File: src/rtl/mult_accum_stage_if.sv
// Handshake bundle for the accumulate stage: product beat stream in, frame result out.
// The stage connects through the slave modport and its driver through the master modport.
interface mult_accum_stage_if #(
  parameter int PROD_W = 8,
  parameter int ACC_W  = 16,
  parameter int CNT_W  = 8
);
  logic              in_valid;
  logic              in_ready;
  logic [PROD_W-1:0] in_product;
  logic              in_last;
  logic              out_valid;
  logic              out_ready;
  logic [ACC_W-1:0]  out_sum;
  logic [CNT_W-1:0]  out_count;
  logic              out_overflow;

  modport slave (
    input  in_valid, in_product, in_last, out_ready,
    output in_ready, out_valid, out_sum, out_count, out_overflow
  );

  modport master (
    output in_valid, in_product, in_last, out_ready,
    input  in_ready, out_valid, out_sum, out_count, out_overflow
  );
endinterface

File: src/rtl/mult_accum_stage.sv
// Accumulates a frame of signed products into a sign-extended running sum and
// presents sum, beat count and sticky overflow on a valid/ready result port.
module mult_accum_stage #(
  parameter int PROD_W = 8,
  parameter int ACC_W  = 16,
  parameter int CNT_W  = 8
) (
  input  logic                clk,
  input  logic                rst_n,
  input  logic                clear,
  mult_accum_stage_if.slave   bus
);

  typedef enum logic {ST_ACC, ST_DONE} state_t;

  state_t            state, state_next;
  logic [ACC_W-1:0]  acc_q, sum_q;
  logic [CNT_W-1:0]  cnt_q, count_q;
  logic              ovf_q, overflow_q;

  logic              accept;
  logic [ACC_W-1:0]  prod_ext;
  logic [ACC_W-1:0]  acc_next;
  logic [CNT_W-1:0]  cnt_next;
  logic              ovf_next;

  assign accept   = bus.in_valid && (state == ST_ACC);
  assign prod_ext = {{(ACC_W-PROD_W){bus.in_product[PROD_W-1]}}, bus.in_product};
  assign acc_next = acc_q + prod_ext;
  assign cnt_next = (cnt_q == {CNT_W{1'b1}}) ? cnt_q : cnt_q + 1'b1;
  // Signed overflow: addends agree in sign but the wrapped result does not.
  assign ovf_next = ovf_q ||
                    ((acc_q[ACC_W-1] == prod_ext[ACC_W-1]) &&
                     (acc_next[ACC_W-1] != acc_q[ACC_W-1]));

  // NOTE: state and datapath registers use non-blocking assignments so every
  // flop samples the values from before this edge.
  always_ff @(posedge clk or negedge rst_n) begin
    if (!rst_n) state <= ST_ACC;
    else        state <= state_next;
  end

  // NOTE: every output of this block gets a default first, so no path leaves
  // a signal unassigned and no latch is inferred.
  always_comb begin
    state_next    = state;
    bus.in_ready  = (state == ST_ACC);
    bus.out_valid = (state == ST_DONE);
    if (clear) begin
      state_next = ST_ACC;
    end else begin
      case (state)
        ST_ACC:  if (accept && bus.in_last) state_next = ST_DONE;
        ST_DONE: if (bus.out_ready)         state_next = ST_ACC;
        default: state_next = ST_ACC;
      endcase
    end
  end

  always_ff @(posedge clk or negedge rst_n) begin
    if (!rst_n) begin
      acc_q      <= '0;
      cnt_q      <= '0;
      ovf_q      <= 1'b0;
      sum_q      <= '0;
      count_q    <= '0;
      overflow_q <= 1'b0;
    end else if (clear) begin
      acc_q      <= '0;
      cnt_q      <= '0;
      ovf_q      <= 1'b0;
      sum_q      <= '0;
      count_q    <= '0;
      overflow_q <= 1'b0;
    end else if (accept) begin
      if (bus.in_last) begin
        // Result registers capture the post-update frame totals; the running
        // state restarts from zero for the next frame.
        sum_q      <= acc_next;
        count_q    <= cnt_next;
        overflow_q <= ovf_next;
        acc_q      <= '0;
        cnt_q      <= '0;
        ovf_q      <= 1'b0;
      end else begin
        acc_q      <= acc_next;
        cnt_q      <= cnt_next;
        ovf_q      <= ovf_next;
      end
    end
  end

  assign bus.out_sum      = sum_q;
  assign bus.out_count    = count_q;
  assign bus.out_overflow = overflow_q;

endmodule

File: src/flat_wrapper.sv
// flat-port wrapper written by rule: the top's interface ports become plain ports
module mult_accum_stage_flat 
#(
  parameter int PROD_W = 8,
  parameter int ACC_W  = 16,
  parameter int CNT_W  = 8
)
  (clk, rst_n, clear, bus_in_valid, bus_in_product, bus_in_last, bus_out_ready, bus_in_ready, bus_out_valid, bus_out_sum, bus_out_count, bus_out_overflow);
  mult_accum_stage_if #(.PROD_W(PROD_W), .ACC_W(ACC_W), .CNT_W(CNT_W)) bus_i ();
  input  logic clk;
  input  logic rst_n;
  input  logic clear;
  input wire logic [$bits(bus_i.in_valid)-1:0] bus_in_valid;
  input wire logic [$bits(bus_i.in_product)-1:0] bus_in_product;
  input wire logic [$bits(bus_i.in_last)-1:0] bus_in_last;
  input wire logic [$bits(bus_i.out_ready)-1:0] bus_out_ready;
  output wire logic [$bits(bus_i.in_ready)-1:0] bus_in_ready;
  output wire logic [$bits(bus_i.out_valid)-1:0] bus_out_valid;
  output wire logic [$bits(bus_i.out_sum)-1:0] bus_out_sum;
  output wire logic [$bits(bus_i.out_count)-1:0] bus_out_count;
  output wire logic [$bits(bus_i.out_overflow)-1:0] bus_out_overflow;
  assign bus_i.in_valid = bus_in_valid;
  assign bus_i.in_product = bus_in_product;
  assign bus_i.in_last = bus_in_last;
  assign bus_i.out_ready = bus_out_ready;
  assign bus_in_ready = bus_i.in_ready;
  assign bus_out_valid = bus_i.out_valid;
  assign bus_out_sum = bus_i.out_sum;
  assign bus_out_count = bus_i.out_count;
  assign bus_out_overflow = bus_i.out_overflow;
  mult_accum_stage #(.PROD_W(PROD_W), .ACC_W(ACC_W), .CNT_W(CNT_W)) u_core (.clk(clk), .rst_n(rst_n), .clear(clear), .bus(bus_i));
endmodule
File: config.mk
export PLATFORM = sky130hd
export DESIGN_NAME = mult_accum_stage_flat
export DESIGN_NICKNAME = d
export VERILOG_FILES = /design/src/rtl/mult_accum_stage_if.sv /design/src/rtl/mult_accum_stage.sv /design/src/flat_wrapper.sv
export SDC_FILE = /design/constraint.sdc
export NUM_CORES = 1
export LEC_CHECK = 0
export BUFFER_PORTS_ARGS = -buffer_cell sky130_fd_sc_hd__buf_2
export CORE_ASPECT_RATIO = 1.1
export CORE_MARGIN = 2
export CORE_UTILIZATION = 50
export CTS_BUF_LIST = sky130_fd_sc_hd__clkbuf_8 sky130_fd_sc_hd__clkbuf_16
export CTS_CLUSTER_SIZE = 16
export DETAILED_ROUTE_END_ITERATION = 10
export MAX_ROUTING_LAYER = met4
export PLACE_DENSITY_LB_ADDON = 0.12
export RECOVER_POWER = 50
export REMOVE_ABC_BUFFERS = 1
export SLEW_MARGIN = 10
export SYNTH_ARGS = -nofsm -noshare
export SYNTH_HDL_FRONTEND = slang
export SYNTH_SLANG_ARGS = --single-unit
File: constraint.sdc
create_clock -name clk -period 1.9 [get_ports clk]
set_input_delay 0.57 -clock clk [delete_from_list [all_inputs] [get_ports clk]]
set_output_delay 0.57 -clock clk [all_outputs]
set_load 0.02 [all_outputs]
==> results of run 1 <==
==> cell type report <==
class / instances / area, µm² / share of cell area, %
Clock inverter: 2 / 35.0 / 0.858
Tap cell: 75 / 93.8 / 2.30
Sequential cell: 51 / 1280 / 31.3
Timing Repair Buffer: 106 / 756 / 18.5
Multi-Input combinational cell: 219 / 1830 / 44.8
Inverter: 2 / 7.51 / 0.184
Clock buffer: 6 / 82.6 / 2.02
==> worst max-delay path, delay by kind of cell, from the launching register on <==
kind / cells / cell delay (ns)
AOI/OAI and AO/OA: 5 / 0.95
xor gates and xnor gates: 1 / 0.19
adders and majority gates: 2 / 0.55
DFF: 1 / 0.42
==> through the flow <==
stage	TNS [ns]	area [µm²]	power (µW)	util, %
floorplan	-10.67	2800	1560	-
global placement	-13.34	3530	1830	64.9
detailed placement	-15.02	3530	1840	64.9
CTS	-3.17	3960	2730	72.9
global route	-5.31	4080	2920	75.2
finish	-3.62	4080	2780	75.2
==> cell usage in the layout (no fill, tap or decap), types with 3 or more instances in the layout <==
cell type                   n
sky130_fd_sc_hd__nand3_1    7
sky130_fd_sc_hd__nand4_1    3
sky130_fd_sc_hd__nor2_1    14
sky130_fd_sc_hd__xor2_1     6
sky130_fd_sc_hd__clkbuf_8   6
sky130_fd_sc_hd__xnor2_1    5
sky130_fd_sc_hd__ha_4      13
sky130_fd_sc_hd__or3_1      4
sky130_fd_sc_hd__buf_12     3
sky130_fd_sc_hd__nand2_1   30
sky130_fd_sc_hd__nand2b_1   3
sky130_fd_sc_hd__o21ai_1    6
sky130_fd_sc_hd__o21a_1     3
sky130_fd_sc_hd__a21oi_1   10
sky130_fd_sc_hd__buf_2     39
sky130_fd_sc_hd__a22o_1    26
sky130_fd_sc_hd__a32o_1     3
sky130_fd_sc_hd__a31oi_1    3
sky130_fd_sc_hd__buf_4     58
sky130_fd_sc_hd__o21ai_0   24
sky130_fd_sc_hd__o21ai_2    4
sky130_fd_sc_hd__dfrtp_1   50
sky130_fd_sc_hd__a21oi_2    8
sky130_fd_sc_hd__a21o_1     4
sky130_fd_sc_hd__buf_6      4
==> what timing repair did <==
| action | CTS | global route |
|---|---|---|
| pin swaps | 20 | 17 |
| setup buffers | 10 | 6 |
| gates resized for setup | 42 | 24 |
| endpoints found under the hold margin | 0 | 0 |
| setup endpoints to repair | 23 | 24 |
==> metal layers <==
| metal | track usage, % | wire [µm] |
|---|---|---|
| met5 | - | 0 |
| met4 | 7.34 | 170 |
| met3 | 4.25 | 350 |
| met2 | 42.7 | 3970 |
| met1 | 33.4 | 3250 |
==> flip-flops by register name (all words and copies together) (netlist names) <==
name                     cells
u_core.ovf_q                 1
u_core.bus.out_count         8
u_core.cnt_q                 8
u_core.acc_q                16
u_core.bus.out_overflow      1
u_core.bus.out_sum          16
u_core.bus.out_valid         1
==> worst paths after layout <==
| path | startpoint | endpoint | depth (start not counted) |
|---|---|---|---|
| hold / removal | bus_out_ready | u_core.bus.out_valid | 2 |
| max in group asynchronous | rst_n | u_core.acc_q[1] | 2 |
| min in group asynchronous | rst_n | u_core.acc_q[5] | 2 |
| hold reg to reg | u_core.bus.out_count[4] | u_core.bus.out_count[4] | 2 |
| setup / recovery | u_core.acc_q[0] | u_core.acc_q[14] | 8 |
| setup reg to reg | u_core.acc_q[0] | u_core.acc_q[14] | 8 |
==> power by group through the flow <==
stage,sequential [µW],clock (µW),combinational (µW)
after global placement,1210,0,616
after floorplan,1240,0,320
after global routing,1210,874,842
final,1200,807,776
after CTS,1200,810,720
after detailed placement,1210,0,629
==> logic make-up after synthesis <==
group	after synthesis	share of synthesized area, %
and+or+nand+nor	76	12.8
adders and majority gates	17	7.76
muxes	2	0.705
xor gates and xnor gates	16	5.42
AOI/OAI and AO/OA	108	26.7
DFF	51	45.0
buffers and inverters	12	1.72
==> reports/summary.json, run 1 <==
{
  "run_status": "finished, violations left",
  "violations": "setup timing",
  "switching_share_pct": 29.6,
  "synth.area.top_cells": "sky130_fd_sc_hd__dfrtp_1, sky130_fd_sc_hd__a22o_1, sky130_fd_sc_hd__ha_1",
  "die_x_um": 75.8,
  "power_dens_cells_nw_per_um2": 682,
  "synth_area_um2": 2840,
  "slowest_delay_ns": 0.42,
  "worst-endpoint-required_ns": 2.11,
  "synth_commonest_cells": "sky130_fd_sc_hd__dfrtp_1, sky130_fd_sc_hd__o21ai_0, sky130_fd_sc_hd__nand2_1, sky130_fd_sc_hd__a22o_1, sky130_fd_sc_hd__a21oi_1",
  "grt_pass1_wl_um": 12500,
  "cts_inserted_buffers": 5,
  "syn-instance-count": 282,
  "critPathCaptureType": "flip-flop",
  "synthMostInstantiatedCell": "sky130_fd_sc_hd__dfrtp_1",
  "power.switching_uw": 825,
  "pins_over_slew_limit": 0,
  "antenna_found_initial": 0,
  "hold_path.class": "input pin to flip-flop",
  "whs_ns": 0.408,
  "number_of_levels_the_h_tree_was_split_into": 2,
  "dr.first_iter.drc_count": 144,
  "final.setup.worst_slack_ns": -0.326,
  "critPathLaunchType": "flip-flop",
  "tritoncts": "done",
  "seqPwrFrac_pct": 43.1,
  "worstMarginPinSlew_ns": 1.25,
  "synth_warnings": 0,
  "setup_violations": 20,
  "design.final.nets": 416,
  "fmax_mhz": 449,
  "postSynthAreaPerCell_um2": 10.1,
  "first_global_vias": 2692,
  "post-route-min-period_ns": 2.23,
  "rsz0062_at_grt": "yes",
  "synth-seq-area-share_pct": 45.0,
  "synth-edff-count": 0,
  "fp.dieArea_um2": 6300,
  "route.detailed.drc": 0,
  "criticalPathCategory": "flip-flop to flip-flop",
  "firstDrtPassIters": 4,
  "period_share_pct": 117,
  "dieHeight_um": 83.0,
  "groute.usage.overall_pct": 26.3,
  "critPathMaxFanout": 2,
  "max_slew_margin_pct": 16.7,
  "grt_start_max_net_pins": 52,
  "area_growth_syn_to_layout_pct": 43.8,
  "cts_sinks": 51,
  "critPathArrivalTime_ns": 2.44,
  "wl_per_cell_um": 16.8,
  "reg2reg_slack_ns": -0.33,
  "floorplan.core_area_um2": 5430,
  "cts_max_path_buffers": 2,
  "drv.max_cap_violation_count": 0,
  "synthDominantCellAreaShare_pct": 45.0,
  "place.detailed.instances": 438,
  "postCtsHoldBufs": 0,
  "timing.critical_path.cells": "ha_4 -> fa_2 -> a21oi_4 -> o211ai_1 -> a32oi_1 -> a311oi_1 -> xor2_1 -> a22o_1",
  "insertedDiodeCount": 0,
  "detail-route-antenna-nets": 0,
  "globalRouteOverflowTotal": 0,
  "clock_skew_ns": 0.00591,
  "power_share_of_the_clock_group_pct": 29.0,
  "postSynth.asyncResetShare_pct": 100,
  "master_of_the_slowest_instance_on_the_critical_path": "sky130_fd_sc_hd__dfrtp_1",
  "global_placement_routability_congestion": 0.877,
  "instances_no_fill": 461,
  "yosys.area.top_type": "sky130_fd_sc_hd__dfrtp_1",
  "std_cell_rows": 28,
  "yosys.cell_types.count": 45,
  "internal-power_uw": 1960,
  "portBuffers": 40,
  "finalWirelength_um": 7740,
  "post_route_cells_drive_above_1_share_pct": 42.5,
  "synth-main-ff-cell": "sky130_fd_sc_hd__dfrtp_1",
  "detail_route.vias_per_cell": 5.77,
  "power.share.combinational_pct": 27.9,
  "dr_total_vias": 2658,
  "detailed_place_hpwl_um": 4840,
  "insertion_delay_ns": 0.32,
  "synth_seq_cells": 51,
  "root_buffer_cell": "sky130_fd_sc_hd__clkbuf_8",
  "worst_ir_drop_vdd_uv": 385,
  "n_fill_cell": 385,
  "floorplan.initialDensity_pct": 52.3,
  "dp_slack_ns": -0.805,
  "pin_count": 41,
  "leakage_uw": 0.00195,
  "clk_pin_slew_ns": 0.10,
  "final_hold_viol_count": 0
}
Power figures use the tool's default switching activity.
==> run 2, diff against run 1 <==
--- a/config.mk
+++ b/config.mk
@@ -16,6 +16,7 @@
 export PLACE_DENSITY_LB_ADDON = 0.12
 export RECOVER_POWER = 50
 export REMOVE_ABC_BUFFERS = 1
+export SETUP_SLACK_MARGIN = 0.1
 export SLEW_MARGIN = 10
 export SYNTH_ARGS = -nofsm -noshare
 export SYNTH_HDL_FRONTEND = slang
==> constraint.sdc (replaced) <==
create_clock -name clk -period 2 [get_ports clk]
set_input_delay 0.6 -clock clk [delete_from_list [all_inputs] [get_ports clk]]
set_output_delay 0.6 -clock clk [all_outputs]
set_load 0.02 [all_outputs]
==> run 2 against run 1 <==
- the run still ends with setup timing left
- design area decreased by 1.3%
- highest routed layer unchanged
- combinational power decreased by 7.6%
- register-to-register slack better by 0.15 ns
==> reports/summary.json, run 2 (same netlist as run 1, synthesis figures left out) <==
{
  "dr_total_vias": {"value": 2594, "change": "-2.4%"},
  "critPathLaunchType": "flip-flop",
  "insertion_delay": {"value": 0.30, "unit": "ns", "change": "-0.02 ns"},
  "rsz0062_at_grt": "yes",
  "number_of_levels_the_h_tree_was_split_into": {"value": 2, "change": "unchanged"},
  "design.final.nets": {"value": 414, "change": "-0.48%"},
  "critPathCaptureType": "flip-flop",
  "route.detailed.drc": {"value": 0, "change": "unchanged"},
  "std_cell_rows": {"value": 28, "change": "unchanged"},
  "hold_path_depth": {"value": 2, "change": "unchanged"},
  "leakage": {"value": 0.00193, "unit": "µW", "change": "-1.4%"},
  "worst-endpoint-required": {"value": 2.19, "unit": "ns", "change": "+0.08 ns"},
  "root_buffer_cell": "sky130_fd_sc_hd__clkbuf_8",
  "detail-route-antenna-nets": {"value": 0, "change": "unchanged"},
  "hold_path.class": "input pin to flip-flop",
  "die_x": {"value": 75.8, "unit": "µm", "change": "unchanged"},
  "area_growth_syn_to_layout_pct": 41.9,
  "clk_pin_slew": {"value": 0.10, "unit": "ns", "change": "about the same"},
  "antenna_found_initial": {"value": 0, "change": "unchanged"},
  "final.setup.worst_slack": {"value": -0.179, "unit": "ns", "change": "+0.147 ns"},
  "first_global_vias": {"value": 2575, "change": "-4.3%"},
  "portBuffers": {"value": 40, "change": "unchanged"},
  "detailed_place_hpwl": {"value": 4850, "unit": "µm", "change": "+0.18%"},
  "grt_start_max_net_pins": {"value": 52, "change": "unchanged"},
  "criticalPathCategory": "flip-flop to flip-flop",
  "run_status": "finished, violations left",
  "final_hold_viol_count": {"value": 0, "change": "unchanged"},
  "critPathMaxFanout": {"value": 3, "change": "+1"},
  "detail_route.vias_per_cell": {"value": 5.65, "change": "-2.0%"},
  "worst_ir_drop_vdd": {"value": 449, "unit": "µV", "change": "+17%"},
  "cts_sinks": {"value": 51, "change": "unchanged"},
  "pin_count": {"value": 41, "change": "unchanged"},
  "drv.max_cap_violation_count": {"value": 0, "change": "unchanged"},
  "most_frequent_cells_in_the_layout": "sky130_fd_sc_hd__buf_4, sky130_fd_sc_hd__dfrtp_1, sky130_fd_sc_hd__buf_2, sky130_fd_sc_hd__nand2_1, sky130_fd_sc_hd__a22o_1",
  "post_route_cells_drive_above_1_share": {"value": 41.7, "unit": "%", "change": "-0.82 points"},
  "dpl_cell_area": {"value": 3500, "unit": "µm²", "change": "-0.71%"},
  "worstMarginPinSlew": {"value": 1.24, "unit": "ns", "change": "-0.0130 ns"},
  "max_slew_margin": {"value": 17.6, "unit": "%", "change": "+0.87 points"},
  "layout.cells.most_common": "sky130_fd_sc_hd__buf_4",
  "ff2ff_path_depth": {"value": 9, "change": "+1"},
  "tritoncts": "done",
  "violations": "setup timing",
  "floorplan.core_area": {"value": 5430, "unit": "µm²", "change": "unchanged"},
  "grt_pass1_wl": {"value": 11600, "unit": "µm", "change": "-7.2%"},
  "whs": {"value": 0.463, "unit": "ns", "change": "+0.0550 ns"},
  "global_placement_routability_congestion": {"value": 0.820, "change": "-6.5%"},
  "insertedDiodeCount": {"value": 0, "change": "unchanged"},
  "finalWirelength": {"value": 7290, "unit": "µm", "change": "-5.8%"},
  "power_dens_cells": {"value": 647, "unit": "nW/µm²", "change": "-5.1%"},
  "finalSetupTns": {"value": -1.46, "unit": "ns", "change": "+2.16 ns"},
  "setup_violations": {"value": 14, "change": "-30%"},
  "floorplan.initialDensity": {"value": 52.3, "unit": "%", "change": "unchanged"},
  "critPathArrivalTime": {"value": 2.37, "unit": "ns", "change": "-0.07 ns"},
  "cts_inserted_buffers": {"value": 5, "change": "unchanged"},
  "dp_slack": {"value": -0.677, "unit": "ns", "change": "+0.128 ns"},
  "fp.dieArea": {"value": 6300, "unit": "µm²", "change": "unchanged"},
  "dieHeight": {"value": 83.0, "unit": "µm", "change": "unchanged"},
  "final_design_area_no_fill": {"value": 4030, "unit": "µm²", "change": "-1.3%"},
  "postCtsHoldBufs": {"value": 0, "change": "unchanged"},
  "groute.usage.overall": {"value": 23.9, "unit": "%", "change": "-2.3 points"},
  "pins_over_slew_limit": {"value": 0, "change": "unchanged"},
  "globalRouteOverflowTotal": {"value": 0, "change": "unchanged"},
  "wl_per_cell": {"value": 15.9, "unit": "µm", "change": "-5.4%"},
  "post-route-min-period": {"value": 2.18, "unit": "ns", "change": "-0.0469 ns"},
  "dr.first_iter.drc_count": {"value": 94, "change": "-35%"},
  "cts_max_path_buffers": {"value": 2, "change": "unchanged"},
  "fmax": {"value": 459, "unit": "MHz", "change": "+2.2%"},
  "period_share": {"value": 109, "unit": "%", "change": "-8.2 points"},
  "clock_skew": {"value": 0.00767, "unit": "ns", "change": "+0.00176 ns"},
  "firstDrtPassIters": {"value": 5, "change": "+1"}
}
run 2: worst max-delay path: stages (launching register included):
cell                       delay (ns)
sky130_fd_sc_hd__dfrtp_1         0.42
sky130_fd_sc_hd__ha_4            0.18
sky130_fd_sc_hd__fa_2            0.34
sky130_fd_sc_hd__a21oi_2         0.17
sky130_fd_sc_hd__o211ai_1        0.14
sky130_fd_sc_hd__buf_4           0.17
sky130_fd_sc_hd__a21o_1          0.17
sky130_fd_sc_hd__a21oi_2         0.14
sky130_fd_sc_hd__xnor2_1         0.13
sky130_fd_sc_hd__a22o_1          0.21
run 2: routing by layer:
metal  track usage (%)  vias to the layer above  routed length (µm)
met1              31.4                     1265                3210
met5                 -                        -                   0
met2              38.6                       69                3790
li1                  -                     1256                   -
met3              3.52                        4                 253
met4              5.74                        0                  32
run 2: per-stage QoR:
stage                     cells  util (%)  power [µW]
after global placement      438      64.5        1730
after global routing        459      74.2        2730
after CTS                   455      72.8        2590
after detailed placement    438      64.5        1740
after floorplan             272         -        1480
final                       459      74.2        2600
run 2: worst paths after layout:
check	from	to	slack, ns
hold reg to reg	u_core.bus.out_count[5]	u_core.bus.out_count[5]	0.49
setup / recovery	u_core.acc_q[0]	u_core.acc_q[8]	-0.18
setup reg to reg	u_core.acc_q[0]	u_core.acc_q[8]	-0.18
hold / removal	bus_out_ready	u_core.bus.out_valid	0.46
min in group asynchronous	rst_n	u_core.bus.out_sum[9]	0.63
max in group asynchronous	rst_n	u_core.acc_q[1]	0.53
run 2: report_power, final:
group / switching, µW / leakage, µW / internal, µW / total, µW
clock network: 343 / 0.0000612 / 405 / 749
registers: 50.5 / 0.000698 / 1090 / 1140
logic: 361 / 0.00117 / 356 / 717
total: 755 / 0.00193 / 1850 / 2600
run 2: timing repair:
| item | in CTS | in global routing |
|---|---|---|
| pin swaps | 35 | 12 |
| resized for setup | 49 | 13 |
| endpoints found under the setup margin | 23 | 23 |
| setup buffers | 9 | 4 |
run 2: cell type report:
class / instances / area (µm²)
Sequential cell: 51 / 1280
Tap cell: 75 / 93.8
Clock inverter: 2 / 35.0
Fill cell: 384 / 1400
Inverter: 2 / 7.51
Clock buffer: 6 / 82.6
Multi-Input combinational cell: 219 / 1820
Timing Repair Buffer: 104 / 712
==> run 3, diff against run 2 <==
--- a/config.mk
+++ b/config.mk
@@ -9,12 +9,10 @@
 export CORE_ASPECT_RATIO = 1.1
 export CORE_MARGIN = 2
 export CORE_UTILIZATION = 50
-export CTS_BUF_LIST = sky130_fd_sc_hd__clkbuf_8 sky130_fd_sc_hd__clkbuf_16
 export CTS_CLUSTER_SIZE = 16
 export DETAILED_ROUTE_END_ITERATION = 10
 export MAX_ROUTING_LAYER = met4
 export PLACE_DENSITY_LB_ADDON = 0.12
-export RECOVER_POWER = 50
 export REMOVE_ABC_BUFFERS = 1
 export SETUP_SLACK_MARGIN = 0.1
 export SLEW_MARGIN = 10
==> run 3 against run 2 <==
- the run still ends with setup timing left
- worst setup slack improved by 0.0022 ns
- largest cell class unchanged
- critical endpoint unchanged
- via count fell by 0.66%
- final cell count did not move
==> reports/summary.json, run 3 (same netlist as run 1, synthesis figures left out) <==
{
  "hold_path.class": "input pin to asynchronous set/reset pin",
  "firstDrtPassIters": {"value": 5, "change": "unchanged"},
  "root_buffer_cell": "sky130_fd_sc_hd__clkbuf_8",
  "groute.usage.overall": {"value": 23.9, "unit": "%", "change": "unchanged"},
  "finalWirelength": {"value": 7260, "unit": "µm", "change": "-0.38%"},
  "detail-route-antenna-nets": {"value": 0, "change": "unchanged"},
  "critPathArrivalTime": {"value": 2.37, "unit": "ns", "change": "about the same"},
  "fp.dieArea": {"value": 6300, "unit": "µm²", "change": "unchanged"},
  "insertedDiodeCount": {"value": 0, "change": "unchanged"},
  "cts_inserted_buffers": {"value": 5, "change": "unchanged"},
  "timing.rr.end": "u_core.acc_q[8]",
  "pins_over_slew_limit": {"value": 0, "change": "unchanged"},
  "final_hold_viol_count": {"value": 0, "change": "unchanged"},
  "critPathCaptureType": "flip-flop",
  "leakage": {"value": 0.00194, "unit": "µW", "change": "+0.58%"},
  "globalRouteOverflowTotal": {"value": 0, "change": "unchanged"},
  "power_dens_cells": {"value": 644, "unit": "nW/µm²", "change": "-0.48%"},
  "wl_per_cell": {"value": 15.8, "unit": "µm", "change": "-0.38%"},
  "grt_pass1_wl": {"value": 11600, "unit": "µm", "change": "unchanged"},
  "ff2ff_path_depth": {"value": 9, "change": "unchanged"},
  "setup_violations": {"value": 13, "change": "-1"},
  "cts_sinks": {"value": 51, "change": "unchanged"},
  "dieHeight": {"value": 83.0, "unit": "µm", "change": "unchanged"},
  "instances_no_fill": {"value": 459, "change": "unchanged"},
  "portBuffers": {"value": 40, "change": "unchanged"},
  "finalSetupTns": {"value": -1.42, "unit": "ns", "change": "+0.0376 ns"},
  "grt_start_max_net_pins": {"value": 52, "change": "unchanged"},
  "worstReg2RegStart": "u_core.acc_q[0]",
  "most_frequent_cells_in_the_layout": "sky130_fd_sc_hd__buf_4, sky130_fd_sc_hd__dfrtp_1, sky130_fd_sc_hd__buf_2, sky130_fd_sc_hd__nand2_1, sky130_fd_sc_hd__a22o_1",
  "detailed_place_hpwl": {"value": 4850, "unit": "µm", "change": "unchanged"},
  "number_of_levels_the_h_tree_was_split_into": {"value": 2, "change": "unchanged"},
  "insertion_delay": {"value": 0.30, "unit": "ns", "change": "about the same"},
  "violations": "setup timing",
  "pin_count": {"value": 41, "change": "unchanged"},
  "place.detailed.instances": {"value": 438, "change": "unchanged"},
  "detail_route.vias_per_cell": {"value": 5.61, "change": "-0.66%"},
  "floorplan.initialDensity": {"value": 52.3, "unit": "%", "change": "unchanged"},
  "global_placement_routability_congestion": {"value": 0.820, "change": "unchanged"},
  "first_global_vias": {"value": 2575, "change": "unchanged"},
  "layout.cells.most_common": "sky130_fd_sc_hd__buf_4",
  "clock_skew": {"value": 0.00762, "unit": "ns", "change": "-0.0000484 ns"},
  "die_x": {"value": 75.8, "unit": "µm", "change": "unchanged"},
  "critPathMaxFanout": {"value": 3, "change": "unchanged"},
  "period_share": {"value": 109, "unit": "%", "change": "about the same"},
  "max_slew_margin": {"value": 75.1, "unit": "%", "change": "+57 points"},
  "dr_total_vias": {"value": 2577, "change": "-0.66%"},
  "fmax": {"value": 459, "unit": "MHz", "change": "+0.10%"},
  "cts_max_path_buffers": {"value": 2, "change": "unchanged"},
  "post_route_cells_drive_above_1_share": {"value": 42.2, "unit": "%", "change": "+0.52 points"},
  "antenna_found_initial": {"value": 0, "change": "unchanged"},
  "route.detailed.drc": {"value": 0, "change": "unchanged"},
  "run_status": "finished, violations left",
  "final.setup.worst_slack": {"value": -0.177, "unit": "ns", "change": "+0.00217 ns"},
  "area_growth_syn_to_layout_pct": 42.7,
  "total_power": {"value": 2610, "unit": "µW", "change": "+0.11%"},
  "rsz0062_at_grt": "yes",
  "clk_pin_slew": {"value": 0.09, "unit": "ns", "change": "about the same"},
  "post-route-min-period": {"value": 2.18, "unit": "ns", "change": "-0.00217 ns"},
  "tritoncts": "done",
  "worst_ir_drop_vdd": {"value": 448, "unit": "µV", "change": "-0.12%"},
  "postCtsHoldBufs": {"value": 0, "change": "unchanged"},
  "critPathLaunchType": "flip-flop",
  "design.final.nets": {"value": 414, "change": "unchanged"},
  "criticalPathCategory": "flip-flop to flip-flop",
  "worst-endpoint-required": {"value": 2.19, "unit": "ns", "change": "about the same"},
  "drv.max_cap_violation_count": {"value": 0, "change": "unchanged"},
  "reg2reg_slack": {"value": -0.18, "unit": "ns", "change": "about the same"},
  "dr.first_iter.drc_count": {"value": 96, "change": "+2.1%"},
  "n_fill_cell": {"value": 382, "change": "-0.52%"},
  "worstMarginPinSlew": {"value": 0.373, "unit": "ns", "change": "-0.863 ns"},
  "std_cell_rows": {"value": 28, "change": "unchanged"},
  "floorplan.core_area": {"value": 5430, "unit": "µm²", "change": "unchanged"}
}
[run 3: changes by cell type in the layout (fill, tap and decap cells not counted)]
cell	previous run	this run
sky130_fd_sc_hd__buf_12	1	2
sky130_fd_sc_hd__buf_4	58	59
sky130_fd_sc_hd__clkbuf_1	1	0
sky130_fd_sc_hd__clkbuf_2	1	0
sky130_fd_sc_hd__nor3b_1	1	0
sky130_fd_sc_hd__nor3b_2	0	1
[run 3: worst max-delay path, stage by stage (launching register included)]
cell and delay [ns]:
sky130_fd_sc_hd__dfrtp_1 0.42, sky130_fd_sc_hd__ha_4 0.18, sky130_fd_sc_hd__fa_2 0.34, sky130_fd_sc_hd__a21oi_2 0.17, sky130_fd_sc_hd__o211ai_1 0.14, sky130_fd_sc_hd__buf_4 0.17
sky130_fd_sc_hd__a21o_1 0.17, sky130_fd_sc_hd__a21oi_2 0.14, sky130_fd_sc_hd__xnor2_1 0.12, sky130_fd_sc_hd__a22o_1 0.21
[run 3: layout make-up]
cell class	count	area (µm²)	area share [%]
repair buffers	104	731	18.0
well taps	75	93.8	2.32
inverters	2	7.51	0.185
clock buffers	6	82.6	2.04
clock inverters	2	35.0	0.865
flip-flops and latches	51	1280	31.5
multi-input cells	219	1820	45.0
[run 3: worst max-delay path by stage]
stage,end,from,slack (ns),cells after the start
floorplan,u_core.acc_q[15],bus_in_valid,-0.49,6
global placement,u_core.acc_q[14],bus_in_product[0],-0.65,9
detailed placement,u_core.acc_q[14],bus_in_product[0],-0.68,9
CTS,u_core.bus.out_sum[13],u_core.acc_q[7],-0.14,6
global route,u_core.acc_q[8],u_core.acc_q[0],-0.25,9
finish,u_core.acc_q[8],u_core.acc_q[0],-0.18,9
[run 3: power by group]
group	leakage, µW	internal [µW]	switching [µW]
clock network	0.0000612	405	342
registers	0.000698	1090	50.3
logic	0.00118	361	361
[run 3: through the flow]
step / util, % / cell area, µm² / hold WS, ns / worst slack [ns]
2_1_floorplan: - / 2800 / 0.304 / -0.489
3_3_place_gp: 64.5 / 3500 / 0.459 / -0.649
3_5_place_dp: 64.5 / 3500 / 0.468 / -0.677
4_1_cts: 72.8 / 3950 / 0.286 / -0.136
5_1_grt: 74.6 / 4050 / 0.295 / -0.253
6_report: 74.6 / 4050 / 0.268 / -0.177
[run 3: repair_timing]
action | 4_1_cts | 5_1_grt
endpoints found under the setup margin | 23 | 23
resized for setup | 49 | 13
pin swaps | 35 | 12
buffers inserted | 9 | 4
gates cloned | 0 | 0
[run 3: per-layer routing]
layer  track usage (%)  share of wire (%)  vias to the layer above
met4              5.74               0.26                        0
met2              38.6                 52                       59
met1              31.4                 44                     1264
met3              3.52                3.2                        2
li1                  -                  -                     1252
met5                 -                  0                        -
